## src/rtl/poly_mas_pipe.sv

```systemverilog
// Two-stage multi-lane modular add/subtract with valid/ready backpressure.
// Optional negate operation (in_op = 2'b10) enabled by defining POLY_MAS_NEG_EN.
module poly_mas_pipe #(
  parameter int unsigned DW    = 24,
  parameter int unsigned LANES = 4,
  parameter int unsigned TW    = 8
) (
  input  logic                clk,
  input  logic                rst_n,
  input  logic                in_valid,
  output logic                in_ready,
  input  logic [1:0]          in_op,
  input  logic [DW-1:0]       in_q,
  input  logic [LANES*DW-1:0] in_a,
  input  logic [LANES*DW-1:0] in_b,
  input  logic [TW-1:0]       in_tag,
  output logic                out_valid,
  input  logic                out_ready,
  output logic [LANES*DW-1:0] out_o,
  output logic [TW-1:0]       out_tag,
  output logic                busy
);

  logic                   adv;
  logic                   neg;
  logic                   s1_valid_q, s1_valid_d;
  logic                   s1_add_q, s1_add_d;
  logic [DW-1:0]          s1_mod_q, s1_mod_d;
  logic [TW-1:0]          s1_tag_q, s1_tag_d;
  logic [LANES-1:0][DW:0] s1_r_q, s1_r_d, r_in;
  logic                   s2_valid_q, s2_valid_d;
  logic [LANES*DW-1:0]    s2_o_q, s2_o_d, o_in;
  logic [TW-1:0]          s2_tag_q, s2_tag_d;

`ifdef POLY_MAS_NEG_EN
  assign neg = (in_op == 2'b10);
`else
  logic unused_op;
  assign neg       = 1'b0;
  assign unused_op = in_op[1];
`endif

  // Single global stall: no skid buffer, so upstream sees downstream ready directly.
  assign adv = ~s2_valid_q | out_ready;

  for (genvar g = 0; g < LANES; g++) begin : g_lane
    logic [DW-1:0] a_sel;
    logic [DW-1:0] b_in;
    logic [DW:0]   r;
    logic          r_ge_q;

    assign b_in  = in_b[g*DW +: DW];
    assign a_sel = neg ? '0 : in_a[g*DW +: DW];
    assign r_in[g] = in_op[0] ? ({1'b0, a_sel} + {1'b0, b_in})
                              : ({1'b0, a_sel} - {1'b0, b_in});

    // r >= q is the non-negative case of r - q; the low DW bits of the difference are exact.
    assign r      = s1_r_q[g];
    assign r_ge_q = (r >= {1'b0, s1_mod_q});
    assign o_in[g*DW +: DW] =
        s1_add_q ? (r_ge_q ? (r[DW-1:0] - s1_mod_q) : r[DW-1:0])
                 : (r[DW]  ? (r[DW-1:0] + s1_mod_q) : r[DW-1:0]);
  end

  always_comb begin
    s1_valid_d = s1_valid_q;
    s1_add_d   = s1_add_q;
    s1_mod_d   = s1_mod_q;
    s1_tag_d   = s1_tag_q;
    s1_r_d     = s1_r_q;
    s2_valid_d = s2_valid_q;
    s2_o_d     = s2_o_q;
    s2_tag_d   = s2_tag_q;
    if (adv) begin
      s1_valid_d = in_valid;
      s1_add_d   = in_op[0];
      s1_mod_d   = in_q;
      s1_tag_d   = in_tag;
      s1_r_d     = r_in;
      s2_valid_d = s1_valid_q;
      s2_o_d     = o_in;
      s2_tag_d   = s1_tag_q;
    end
  end

  always_ff @(posedge clk or negedge rst_n) begin
    if (!rst_n) begin
      s1_valid_q <= 1'b0;
      s1_add_q   <= 1'b0;
      s1_mod_q   <= '0;
      s1_tag_q   <= '0;
      s1_r_q     <= '0;
      s2_valid_q <= 1'b0;
      s2_o_q     <= '0;
      s2_tag_q   <= '0;
    end else begin
      s1_valid_q <= s1_valid_d;
      s1_add_q   <= s1_add_d;
      s1_mod_q   <= s1_mod_d;
      s1_tag_q   <= s1_tag_d;
      s1_r_q     <= s1_r_d;
      s2_valid_q <= s2_valid_d;
      s2_o_q     <= s2_o_d;
      s2_tag_q   <= s2_tag_d;
    end
  end

  assign in_ready  = adv;
  assign out_valid = s2_valid_q;
  assign out_o     = s2_o_q;
  assign out_tag   = s2_tag_q;
  assign busy      = s1_valid_q | s2_valid_q;

endmodule

```

## config.mk

```make
export PLATFORM = sky130hd
export DESIGN_NAME = poly_mas_pipe
export DESIGN_NICKNAME = d
export VERILOG_FILES = /design/src/rtl/poly_mas_pipe.sv
export SDC_FILE = /design/constraint.sdc
export NUM_CORES = 1
export LEC_CHECK = 0
export BUFFER_PORTS_ARGS = -buffer_cell sky130_fd_sc_hd__buf_2
export CAP_MARGIN = 20
export CORE_UTILIZATION = 30
export CTS_BUF_LIST = sky130_fd_sc_hd__clkbuf_16
export DETAILED_ROUTE_END_ITERATION = 10
export GPL_TIMING_DRIVEN = 0
export PLACE_DENSITY_LB_ADDON = 0.08
export SLEW_MARGIN = 20
export SYNTH_ARGS = -nofsm -noshare
export SYNTH_HDL_FRONTEND = slang
export SYNTH_SLANG_ARGS = --single-unit
```

## constraint.sdc

```tcl
create_clock -name clk -period 3.4 [get_ports clk]
set_input_delay 0.34 -clock clk [delete_from_list [all_inputs] [get_ports clk]]
set_output_delay 0.34 -clock clk [all_outputs]
set_load 0.02 [all_outputs]
```

==> impl_metrics.ini, run 1 <==
[run_status]
status = finished, violations left
violations = setup timing

[die]
initial_core_util = 0.305
fp.dieArea_sq_mm = 0.0900
fp-row-count = 108
die-height_microns = 300
die_w_microns = 300
core_sq_mm = 0.0874
num_io_pins = 337

[grt]
grt_max_degree = 72
grt_pass1_vias = 27500
antenna_found_initial = 8
grt_use_total = 0.297
grt_overflow = 0
grt_pass1_wl_microns = 195000

[placement]
io_buffer_count = 334
place_hpwl_microns = 104000
dpl_cell_area_sq_mm = 0.0300
gp_congestion = 0.949

[clock_network]
clk_latency_ns = 0.63
clkTransAtPathRegs_ns = 0.07
clkSinkCount = 239
cts_buffers = 31
cts_tree = done
htreeDepth = 1
clk_path_buf_depth = 3
root_buffer = clkbuf_16

[routing]
postRouteAntennaNets = 0
drtIter0Drc = 2543
route.vias.total = 29400
wl_microns = 139000
drc_errors = 0
viasPerCell = 5.59
first_pass_iters = 5
route.detailed.wl_per_inst_microns = 26.5

[synthesis]
ys_ff_latch = 239
syn-instance-count = 3480
synth_fp_nets = 4014
synth_area_sq_mm = 0.0266
syn_area_per_cell_sq_um = 7.66
ys_types = 91
yosys_warnings = 0
synth_ff_type = dfrtp_1
synth_edf_count = 0
synth-async-reset-ratio = 1.00
yosysSeqAreaShare = 0.224

[cells_and_area]
most-common-layout-cells = nor2_1, buf_2, a21oi_1
design_area_sq_mm = 0.0358
drive_gt1_frac = 0.267
final_util = 0.410
layout_commonest_cell = nor2_1
final_nets = 4615
syn_to_final_growth_pct = 34.4

[worst_setup_path]
path_cells = clkinvlp_4, buf_8, ha_4, nand2b_4, a221oi_2, or4_4, a221o_1, a31o_4, a2111oi_4, nor2_1, xnor2_1, a222oi_1, o21ai_1
worstPathArrival_ns = 4.10
cp-start-kind = register
r2r_start = s1_mod_q[1]$_DFFE_PN0P_
worstSetupPathType = reg2reg
r2r_slack_ns = -0.23
cp_data_required_time_ns = 3.87
cp_max_fo = 6
slowest_stage = a222oi_1
critPathMaxStageDelay_ns = 0.51
startpoint = s1_mod_q[1]$_DFFE_PN0P_
endpoint_kind = register

[sta]
fin_ws_ns = -0.233
skew_ns = 0.0306
hold_violations = 0
finalCritPeriodShare = 1.07
setup-violations-final = 16
relSlewSlack = 0.159
period_needed_ns = 3.63
timing.fmax_ghz = 0.275
slew_viol_final = 0
rsz0062_at_grt = yes
worstMarginPinSlew_ns = 1.26

[run]
max_cap_viol_count = 0

[min_path]
hold_class = in2reg
holdCritStartpoint = in_a[0]

[power_and_ir_drop]
max-vdd-ir-drop_mv = 0.512
leakage_uw = 0.0155
powerDensity_mw_per_mm2 = 799
==> per-stage QoR <==
stage	setup WS (ns)	cells	TNS [ns]	power (uW)	hold slack, ns
after CTS	-0.231	5168	-1.04	26600	0.162
after global routing	-0.280	5261	-3.39	30200	0.207
final	-0.233	5265	-1.09	28600	0.208
after detailed placement	-1.68	4973	-180.94	21200	0.299
after global placement	-3.26	4969	-858.17	21200	0.446
after floorplan	-0.0956	3480	-0.0956	15700	0.0444
==> cell families (layout without fill, tap and decap cells) <==
kind of cell	after synthesis	count (layout)	share of synthesized area
other	0	4	0
multiplexers	50	50	0.0198
buffers and inverters	341	967	0.0499
flip-flops	239	239	0.224
AND/OR/NAND/NOR	1102	1102	0.189
adder cells (fa/ha/maj)	304	304	0.146
AO/OA/AOI/OAI	1132	1132	0.268
XOR/XNOR	312	312	0.103
==> metal layers <==
metal / share of wire / up-vias / track usage / routed length [microns]
met4: 0.044 / 2 / 0.105 / 6150
met5: 0.000093 / - / 0 / 13
met2: 0.43 / 1186 / 0.455 / 59500
li1: - / 13700 / - / -
met1: 0.45 / 14300 / 0.419 / 62600
met3: 0.080 / 243 / 0.0461 / 11100
==> layout make-up <==
class,count,area (sq um)
Fill cell,9162,51600
Multi-Input combinational cell,2900,21500
Sequential cell,239,6040
Timing Repair Buffer,609,4180
Tap cell,1155,1450
Buffer,141,898
Clock buffer,31,776
Inverter,159,679
Clock inverter,27,244
Antenna cell,4,10.0
==> registers in the layout, indices dropped and copies added (netlist names) <==
register and cells:
g_lane.r 100, s1_mod_q 24, out_o 96, s1_tag_q 8
out_tag 8, s1_valid_q 1, s1_add_q 1, out_valid 1
==> report_power, final <==
part           internal [uW]  switching, uW  total [uW]
Sequential              3890           1460        5360
Clock                   1960           1470        3430
Combinational           8200          11600       19800
==> final timing paths <==
path,end,cells after the start
worst max-delay path,out_o[93]$_DFFE_PN0P_,13
worst min-delay path,g_lane[0].r[0]$_DFFE_PN0P_,4
worst max register to register,out_o[93]$_DFFE_PN0P_,13
worst min register to register,out_tag[2]$_DFFE_PN0P_,2
max in group asynchronous,s1_mod_q[22]$_DFFE_PN0P_,4
min in group asynchronous,out_o[40]$_DFFE_PN0P_,2
==> cells in the mapped netlist (15+ instances only) <==
library cell	count	area (sq um)
a211oi_1	49	368
a21o_1	79	593
a21oi_1	386	1930
a221o_1	15	150
a221oi_1	18	158
a31oi_1	51	319
and2_1	16	100
and3_1	24	150
buf_2	21	105
clkbuf_1	144	541
dfrtp_1	239	5980
ha_1	292	3650
inv_1	155	582
mux2_2	18	203
mux2i_1	28	280
nand2_1	293	1100
nand2b_1	48	300
nand3_1	50	250
nand4_1	24	150
nor2_1	405	1520
nor2b_1	37	231
nor3_1	88	440
nor4_1	35	219
o211ai_1	35	263
o21a_1	33	248
o21ai_0	213	1070
o21ai_1	42	210
o21bai_1	48	360
o31ai_1	30	225
or3_1	35	219
xnor2_1	180	1580
xor2_1	132	1160
==> worst max-delay path: cells and delay by family (launching register included) <==
family | cells | cell delay [ns]
AO/OA/AOI/OAI | 6 | 1.68
XOR/XNOR | 1 | 0.13
adder cells (fa/ha/maj) | 1 | 0.27
buffers and inverters | 2 | 0.27
flip-flops | 1 | 0.45
AND/OR/NAND/NOR | 3 | 0.67
==> repair_timing <==
action                                  4_1_cts  5_1_grt
endpoints found under the setup margin      158      129
gates resized for setup                     329      287
setup buffers                               137       98
cloned                                        1        4
pin swaps                                    73      171
endpoints found under the hold margin        81        0
hold buffers                                 34        0
No activity file was read; power rests on OpenSTA's default activity.
==> run 2, diff against run 1 <==
Settings changed: CELL_PAD_IN_SITES_DETAIL_PLACEMENT set to 2, CELL_PAD_IN_SITES_GLOBAL_PLACEMENT set to 2, CORE_UTILIZATION 30 to 32.
==> run 2 against run 1 <==
The flow still finishes with violations (setup timing). Global-route usage is 4.4 points higher. Clock skew is 0.0069 ns lower. Critical path depth is 1 lower. Utilization is 3.7 points higher. Critical path type unchanged. Critical endpoint is now out_o[70]$_DFFE_PN0P_.
==> impl_metrics.ini, run 2 (synthesis results as in run 1) <==
[sta]
fin_ws_ns = -0.279
finalCritPeriodShare = 1.08
skew_ns = 0.0237
rsz0062_at_grt = yes
timing.fmax_ghz = 0.272
whs_ns = 0.0345
hold_violations = 0
setup-violations-final = 59
period_needed_ns = 3.68
relSlewSlack = 0.131
slew_viol_final = 0
worstMarginPinSlew_ns = 1.30

[die]
core_sq_mm = 0.0822
fp.dieArea_sq_mm = 0.0844
initial_core_util = 0.324
die-height_microns = 291
num_io_pins = 337
die_w_microns = 291
fp-row-count = 105

[grt]
grt_max_degree = 85
grt_pass1_vias = 31400
grt_use_total = 0.340
antenna_found_initial = 6
grt_pass1_wl_microns = 215000
grt_overflow = 0

[clock_network]
clkTransAtPathRegs_ns = 0.08
cts_tree = done
clk_latency_ns = 0.63
clk_path_buf_depth = 3
clkSinkCount = 239
cts_buffers = 31
root_buffer = clkbuf_16
htreeDepth = 1

[placement]
gp_congestion = 0.978
place_hpwl_microns = 115000
placedCellCount = 4888
io_buffer_count = 334

[power_and_ir_drop]
powerDensity_mw_per_mm2 = 844
switching_share = 0.522
power_uw = 31000
p_comb_frac = 0.701
leakage_uw = 0.0159
clkPwrFrac = 0.116
max-vdd-ir-drop_mv = 0.453
switchingPower_uw = 16200
p_seq_frac = 0.184
internal_power_uw = 14800

[worst_setup_path]
cp_max_fo = 6
endpoint_kind = register
cp_data_required_time_ns = 3.89
worstSetupPathType = reg2reg
cp-start-kind = register
worstPathArrival_ns = 4.17

[cells_and_area]
n_fill_cell = 9273
most-common-layout-cells = nor2_1, buf_2, a21oi_1
final_cells = 5213
syn_to_final_growth_pct = 38.0
final_nets = 4651
drive_gt1_frac = 0.295
largest_register_ffs = 100
layout_commonest_cell = nor2_1

[run_status]
violations = setup timing
status = finished, violations left

[routing]
top_layer = met5
route.detailed.wl_per_inst_microns = 30.2
wl_microns = 157000
route.vias.total = 31000
drc_errors = 0
viasPerCell = 5.95
drtIter0Drc = 2281
wl_met2_microns = 70500
first_pass_iters = 6
wl_met1_microns = 68400
routed-wl-met3_microns = 10100
postRouteAntennaNets = 0

[run]
max_cap_viol_count = 0

[min_path]
hold_class = in2reg
-- run 2: cell types whose count changed in the layout (fill, tap and decap cells not counted), sizes merged --
cell	delta
buf	+45
dlygate4sd3	-11
diode	-2
a21oi	+1
bufinv	+1
clkbuf	+1
clkinvlp	-1
inv	-1
-- run 2: cell type report --
type	instances	area, sq um	area share
multi-input combinational	2901	22300	0.607
buffer	141	850	0.0231
clock inverter	26	269	0.00732
clock buffer	31	776	0.0211
tap	1070	1340	0.0364
sequential	239	6020	0.164
inverter	159	682	0.0186
antenna	2	5.00	0.000136
timing repair buffer	644	4520	0.123
-- run 2: repair_timing --
action                                  4_1_cts  5_1_grt
setup buffers                               133      156
hold buffers                                 23        0
endpoints found under the hold margin        72        0
resized for setup                           393      345
pin swaps                                   114      216
endpoints found under the setup margin      148      120
cloned                                        1        2
-- run 2: final timing paths --
| kind | to | cells past startpoint | start | slack (ns) |
|---|---|---|---|---|
| max in group asynchronous | s1_mod_q[0]$_DFFE_PN0P_ | 4 | rst_n | 2.02 |
| max | out_o[70]$_DFFE_PN0P_ | 12 | g_lane[2].r[7]$_DFFE_PN0P_ | -0.28 |
| min in group asynchronous | out_o[28]$_DFFE_PN0P_ | 2 | rst_n | 0.19 |
| min reg2reg | out_tag[5]$_DFFE_PN0P_ | 2 | out_tag[5]$_DFFE_PN0P_ | 0.46 |
| min | s1_mod_q[11]$_DFFE_PN0P_ | 3 | in_q[11] | 0.03 |
| max reg2reg | out_o[70]$_DFFE_PN0P_ | 12 | g_lane[2].r[7]$_DFFE_PN0P_ | -0.28 |
-- run 2: metal layers --
layer / GRT usage / up-vias
met2: 0.543 / 1196
met4: 0.125 / 4
li1: - / 13700
met3: 0.0390 / 325
met5: 0 / -
met1: 0.470 / 15800
-- run 2: critical path: stages (launching register included) --
cell	delay, ns
dfrtp_1	0.69
ha_4	0.30
buf_6	0.13
nand2b_1	0.15
a21oi_1	0.39
nor2_1	0.17
a311oi_2	0.40
a311o_1	0.34
o31ai_4	0.10
o41a_1	0.37
or3_1	0.34
o2111ai_2	0.10
a21oi_2	0.05
-- run 2: per-stage QoR --
| step | util | area, sq um | TNS (ns) | setup slack [ns] |
|---|---|---|---|---|
| after floorplan | - | 26800 | -0.0956 | -0.0956 |
| after global placement | 0.362 | 29800 | -804.45 | -3.29 |
| after detailed placement | 0.364 | 29900 | -135.94 | -1.49 |
| after CTS | 0.413 | 34000 | -1.24 | -0.230 |
| after global routing | 0.447 | 36800 | -10.65 | -0.308 |
| final | 0.447 | 36800 | -6.85 | -0.279 |
-- run 2: power groups by stage --
stage          sequential, uW  clock, uW  combinational [uW]
2_1_floorplan            5370          0               10300
3_3_place_gp             5530          0               15800
3_5_place_dp             5560          0               16100
4_1_cts                  5530       3620               18400
5_1_grt                  5710       3720               22900
6_report                 5700       3590               21700
